## src/rtl/mix_col_seq.sv

```systemverilog
`default_nettype none
// ============================================================================
//  Module   : mix_col_seq
//  Purpose  : Sequential AES MixColumns / InvMixColumns engine. Accepts one
//             128-bit state per valid/ready handshake and transforms
//             COLS_PER_CYCLE columns per clock. The result is presented on a
//             valid/ready output port. Forward/inverse mode is chosen per
//             block.
//  Params   : COLS_PER_CYCLE - columns per clock (1, 2 or 4)
//             INV_EN         - 1 builds the inverse datapath, 0 drops it
//  Ports    : clk, rst_n            - clock, async active-low reset
//             in_valid/in_ready     - input handshake
//             in_data[127:0]        - state, column i = bits [32i+31:32i]
//             in_inv                - 0 MixColumns, 1 InvMixColumns
//             out_valid/out_ready   - output handshake
//             out_data[127:0]       - transformed state
//             busy                  - engine is transforming columns
//  Revision : 1.0 - initial release
// ============================================================================
module mix_col_seq #(
    parameter int COLS_PER_CYCLE = 1,
    parameter bit INV_EN         = 1'b1
) (
    input  logic         clk,
    input  logic         rst_n,
    input  logic         in_valid,
    output logic         in_ready,
    input  logic [127:0] in_data,
    input  logic         in_inv,
    output logic         out_valid,
    input  logic         out_ready,
    output logic [127:0] out_data,
    output logic         busy
);

    localparam int         C_NUM_GROUPS = 4 / COLS_PER_CYCLE;
    localparam logic [1:0] C_LAST_CNT   = 2'(C_NUM_GROUPS - 1);

    generate
        if (COLS_PER_CYCLE != 1 && COLS_PER_CYCLE != 2 && COLS_PER_CYCLE != 4) begin : g_bad_cols
            $error("mix_col_seq: COLS_PER_CYCLE must be 1, 2 or 4");
        end
    endgenerate

    typedef enum logic [1:0] {
        ST_IDLE = 2'd0,
        ST_BUSY = 2'd1,
        ST_DONE = 2'd2
    } state_t;

    // ------------------------------------------------------------------------
    // GF(2^8) helpers, field polynomial x^8+x^4+x^3+x+1
    // ------------------------------------------------------------------------
    function automatic logic [7:0] xtime(input logic [7:0] x);
        return {x[6:0], 1'b0} ^ (x[7] ? 8'h1B : 8'h00);
    endfunction

    function automatic logic [31:0] col_fwd(input logic [31:0] col);
        logic [7:0] b0, b1, b2, b3;
        logic [7:0] c0, c1, c2, c3;
        b0 = col[31:24];
        b1 = col[23:16];
        b2 = col[15:8];
        b3 = col[7:0];
        // 3x = 2x ^ x
        c0 = xtime(b0) ^ (xtime(b1) ^ b1) ^ b2 ^ b3;
        c1 = b0 ^ xtime(b1) ^ (xtime(b2) ^ b2) ^ b3;
        c2 = b0 ^ b1 ^ xtime(b2) ^ (xtime(b3) ^ b3);
        c3 = (xtime(b0) ^ b0) ^ b1 ^ b2 ^ xtime(b3);
        return {c0, c1, c2, c3};
    endfunction

    // Multiples 9/11/13/14 built from x2, x4, x8 of one byte:
    //   9 = 8+1, 11 = 8+2+1, 13 = 8+4+1, 14 = 8+4+2
    function automatic logic [31:0] col_inv(input logic [31:0] col);
        logic [7:0] b   [4];
        logic [7:0] m9  [4];
        logic [7:0] m11 [4];
        logic [7:0] m13 [4];
        logic [7:0] m14 [4];
        logic [7:0] x2, x4, x8;
        b[0] = col[31:24];
        b[1] = col[23:16];
        b[2] = col[15:8];
        b[3] = col[7:0];
        for (int j = 0; j < 4; j++) begin
            x2     = xtime(b[j]);
            x4     = xtime(x2);
            x8     = xtime(x4);
            m9[j]  = x8 ^ b[j];
            m11[j] = x8 ^ x2 ^ b[j];
            m13[j] = x8 ^ x4 ^ b[j];
            m14[j] = x8 ^ x4 ^ x2;
        end
        return {m14[0] ^ m11[1] ^ m13[2] ^ m9[3],
                m9[0]  ^ m14[1] ^ m11[2] ^ m13[3],
                m13[0] ^ m9[1]  ^ m14[2] ^ m11[3],
                m11[0] ^ m13[1] ^ m9[2]  ^ m14[3]};
    endfunction

    // ------------------------------------------------------------------------
    // State
    // ------------------------------------------------------------------------
    state_t        state_q, state_d;
    logic [1:0]    cnt_q,   cnt_d;
    logic [127:0]  data_q,  data_d;   // work register, transformed in place
    logic          inv_q,   inv_d;

    // ------------------------------------------------------------------------
    // Column datapath: one lane per column handled this cycle. Transforming
    // in place is safe because each column reads only its own, still
    // untouched, bytes.
    // ------------------------------------------------------------------------
    logic [1:0]  w_col_idx [COLS_PER_CYCLE];
    logic [31:0] w_col_in  [COLS_PER_CYCLE];
    logic [31:0] w_col_out [COLS_PER_CYCLE];

    generate
        for (genvar g = 0; g < COLS_PER_CYCLE; g++) begin : g_col
            // For COLS_PER_CYCLE=4 cnt is always 0, so truncation is harmless
            assign w_col_idx[g] = 2'((int'(cnt_q) * COLS_PER_CYCLE) + g);
            assign w_col_in[g]  = data_q[{w_col_idx[g], 5'b00000} +: 32];

            if (INV_EN) begin : g_inv
                assign w_col_out[g] = inv_q ? col_inv(w_col_in[g]) : col_fwd(w_col_in[g]);
            end else begin : g_fwd_only
                assign w_col_out[g] = col_fwd(w_col_in[g]);
            end
        end
    endgenerate

    // ------------------------------------------------------------------------
    // FSM next state and outputs
    // ------------------------------------------------------------------------
    always_comb begin
        state_d   = state_q;
        cnt_d     = cnt_q;
        data_d    = data_q;
        inv_d     = inv_q;
        in_ready  = 1'b0;
        out_valid = 1'b0;
        busy      = 1'b0;

        unique case (state_q)
            ST_IDLE: begin
                in_ready = 1'b1;
            end
            ST_BUSY: begin
                busy = 1'b1;
                for (int g = 0; g < COLS_PER_CYCLE; g++) begin
                    data_d[{w_col_idx[g], 5'b00000} +: 32] = w_col_out[g];
                end
                cnt_d = cnt_q + 2'd1;
                if (cnt_q == C_LAST_CNT) begin
                    state_d = ST_DONE;
                end
            end
            ST_DONE: begin
                out_valid = 1'b1;
                // Only combinational path: downstream ready frees the slot
                in_ready  = out_ready;
                if (out_ready) begin
                    state_d = ST_IDLE;
                end
            end
            default: begin
                state_d = ST_IDLE;
            end
        endcase

        // Accept overrides the IDLE/DONE transition above
        if (in_ready && in_valid) begin
            data_d  = in_data;
            inv_d   = in_inv & INV_EN;
            cnt_d   = 2'd0;
            state_d = ST_BUSY;
        end
    end

    always_ff @(posedge clk or negedge rst_n) begin
        if (!rst_n) begin
            state_q <= ST_IDLE;
            cnt_q   <= 2'd0;
            data_q  <= '0;
            inv_q   <= 1'b0;
        end else begin
            state_q <= state_d;
            cnt_q   <= cnt_d;
            data_q  <= data_d;
            inv_q   <= inv_d;
        end
    end

    assign out_data = data_q;

endmodule
`default_nettype wire

```

## config.mk

```make
export PLATFORM = sky130hd
export DESIGN_NAME = mix_col_seq
export DESIGN_NICKNAME = d
export VERILOG_FILES = /design/src/rtl/mix_col_seq.sv
export SDC_FILE = /design/constraint.sdc
export NUM_CORES = 1
export LEC_CHECK = 0
export BUFFER_PORTS_ARGS = -buffer_cell sky130_fd_sc_hd__buf_4
export CORE_MARGIN = 3
export CORE_UTILIZATION = 25
export CTS_BUF_LIST = sky130_fd_sc_hd__clkbuf_16
export CTS_CLUSTER_DIAMETER = 100
export DETAILED_ROUTE_END_ITERATION = 10
export PLACE_DENSITY = 0.57
export SLEW_MARGIN = 20
export SYNTH_ARGS = -nofsm -noshare
export SYNTH_HDL_FRONTEND = slang
export SYNTH_SLANG_ARGS = --single-unit
```

## constraint.sdc

```tcl
create_clock -name clk -period 3.1 [get_ports clk]
set_input_delay 0.155 -clock clk [delete_from_list [all_inputs] [get_ports clk]]
set_output_delay 0.155 -clock clk [all_outputs]
set_load 0.02 [all_outputs]
```

==> results.md <==
- Ports: 264
- Max-slew headroom: 0.409
- Clk_skew: 0.0284 ns
- Crit Path Max Fanout: 5
- Placed Cells incl. Taps: between 1500 and 2000
- I/O Buffers: around 260
- CTS H-tree lvls: 4
- Setup ws final: -0.0642 ns
- Vias per cell: between 4 and 5
- Worst path required time: 3.39 ns
- Die Y: 195 um
- Yosys top cell by area: dfrtp_1
- Worst path cell trace: buf_12 -> buf_12 -> mux4_2 -> xnor3_2 -> xnor2_4 -> xnor3_2 -> xnor2_1 -> mux2i_1 -> buf_4 -> o21ai_1
- Slowest stage delay, CP: 0.59 ns
- Fin area: 14900 sq um
- Initial antenna violation count: 0
- # rows: 68
- CTS Buffer Depth: 2
- Most common cell after layout, fill and taps aside: buf_4
- Max-Cap Viols: 0
- Worst R2R End: out_data[3]
- Vias in the first global route: slightly above 9000
- Violated checks: negative setup slack
- Final Max Slew Viols: 0
- Yosys top cell area share: 0.372
- Post-DP Area: between 10000 and 15000 sq um
- R2r startpoint: cnt_q[0]
- Mapped Cells: ~790
- Finished Layout Cells: 1752
- Drt first pass iters: 6
- Starting Density: 0.256
- Synth Net Count: 927
- R2R depth: 10
- Largest net degree at the start of global routing: 132
- Grt ovf: 0
- Area grow syn2layout: 66.5%
- Initial drt markers: 499
- Placer Congestion: between 0.9 and 1
- Ant diodes: 0
- Worst hold endpoint: out_data[3]
- Post-Route WL: 38.9 mm
- Worst Path Arrival: 3.46 ns
- Yosys warning count: 0
- Die area: 38100 sq um
- Mapped cell area: 8940 sq um
- DRC viols: 0
- Register Area: 3330 sq um
- Worst Setup End Kind: register
- Final setup viols: 8
- WL/cell: roughly 22 um
- Share of post-route cells with drive strength above 1: 0.437
- Post-synth ARST share: 1.00
- CTS tree: yes
- Reg2reg setup slack: -0.06 ns
- Layout Nets: 1422
- CP max stage cell: mux4_2
- Status: finished, violations left
- First-pass GRT wire length: between 50 and 60 mm
- #FFs+latches synth: 133
- Multi-input gate area in the final layout: 5840 sq um
- Clock transition at the registers of the reported paths: 0.06 ns
- Critical path class: register to register
- Crit path time final: 3.16 ns
- Synth unique cells: 39
- Synthesized area per cell: 11.3 sq um
- Synth Flop Type: dfrtp_1
- Hold Crit Depth: 3
- Hold Startpoint: in_data[3]
- RSZ-0062 raised after global routing: yes
- EDFF count, synth: 0
- Total track usage: 0.195
- Fillers: 3256
- Via count: 8705
- Worst-Margin Slew: 0.885 ns
- Crit start category: register
- Detail Placement HPWL: 27.4 mm
- Antenna-violating nets left: 0
- Period utilisation layout: 1.02
- Core ar.: 34900 sq um
- Clock buffer count from CTS: 17
- Sequential-to-total area share from yosys stat: 0.372
- Die X-Extent: 195 um
- Clk sinks: 133
- Clk_lat worst skew: 0.43 ns
- Final Hold Violating Endpoints: 0
- CTS root buf: clkbuf_16
- HP Class: primary input to register
- Fmax: between 300 and 400 MHz
- Top cells by area, synth: dfrtp_1, xnor2_1, a22oi_1
- Commonest non-fill, non-tap cells in the layout: buf_4, dfrtp_1, dlygate4sd3_1
[critical path, delay by kind of cell, from the launching register on]
family	cells	cell delay, ns
mux	2	0.85
buf+inv	3	0.48
compound gates	1	0.07
flops	1	0.40
xor+xnor	4	1.25
[cell families after synthesis]
logic type / Yosys count / share of synthesized area
compound gates: 264 / 0.188
xor+xnor: 212 / 0.271
flops: 133 / 0.372
buf+inv: 70 / 0.0379
simple gates: 61 / 0.0297
mux: 44 / 0.0942
fa+ha+maj: 5 / 0.00700
[Yosys cell counts (2+ instances only)]
cell type  count
xor2_1        40
xnor2_1      125
mux4_2        32
nand2b_1       2
nand4_1        2
inv_1          3
xnor3_2        2
buf_4          6
ha_1           5
mux2i_1       11
xnor3_1       22
nor2b_1        2
buf_2         12
xnor2_2       16
dfrtp_1      133
o21ai_1       30
nor2_1        19
clkbuf_1      43
a22oi_1      120
buf_6          3
nand2_1       24
nor3_1         8
xor3_1         2
o21ai_0       94
a21oi_2        3
a21oi_1        7
a222oi_1       8
xnor2_4        4
[what timing repair did]
item | CTS | global route
setup buffers | 13 | 31
hold endpoints to repair | 210 | 0
setup endpoints to repair | 38 | 104
gates cloned | 0 | 2
resized for setup | 21 | 84
hold buffers | 130 | 0
pin swaps | 5 | 36
[per-stage QoR]
step / setup slack [ns] / setup TNS (ns) / util / hold WS (ns)
after floorplan: 0.115 / 0 / - / -0.141
after global placement: -0.318 / -2.46 / 0.346 / 0.282
after detailed placement: -0.266 / -2.61 / 0.346 / 0.283
after CTS: -0.0551 / -0.172 / 0.406 / 0.0223
after global routing: -0.130 / -1.95 / 0.426 / 0.0375
final: -0.0642 / -0.229 / 0.426 / 0.0394
[how the worst max path moves through the flow]
stage | start | to | slack, ns | depth (start not counted)
finish | cnt_q[0] | out_data[3] | -0.06 | 10
CTS | cnt_q[0] | out_data[3] | -0.06 | 9
global placement | cnt_q[0] | out_data[18] | -0.32 | 11
global route | cnt_q[0] | out_data[3] | -0.13 | 10
detailed placement | cnt_q[0] | out_data[50] | -0.27 | 11
floorplan | cnt_q[0] | out_data[116] | 0.11 | 10
[flip-flops by register name, summed over array words and instances, names as in the netlist]
signal and count:
out_data 128, cnt_q 2, state_q 2, inv_q 1
[layer usage]
layer | up-vias | global-route usage | part of all wire
met5 | - | 0 | 0
met4 | 0 | 0.0536 | 0.020
met3 | 48 | 0.0386 | 0.061
met2 | 378 | 0.336 | 0.51
met1 | 4388 | 0.249 | 0.41
li1 | 3891 | - | -
[cell type report]
type / count / area share
inverter: 4 / 0.00101
clock inverter: 15 / 0.00706
multi-input combinational: 586 / 0.392
tap: 455 / 0.0383
timing repair buffer: 542 / 0.309
sequential: 133 / 0.224
clock buffer: 17 / 0.0286
Power is not shown: default switching activity piles up to over one toggle a cycle in this logic, so the estimate is an artifact.
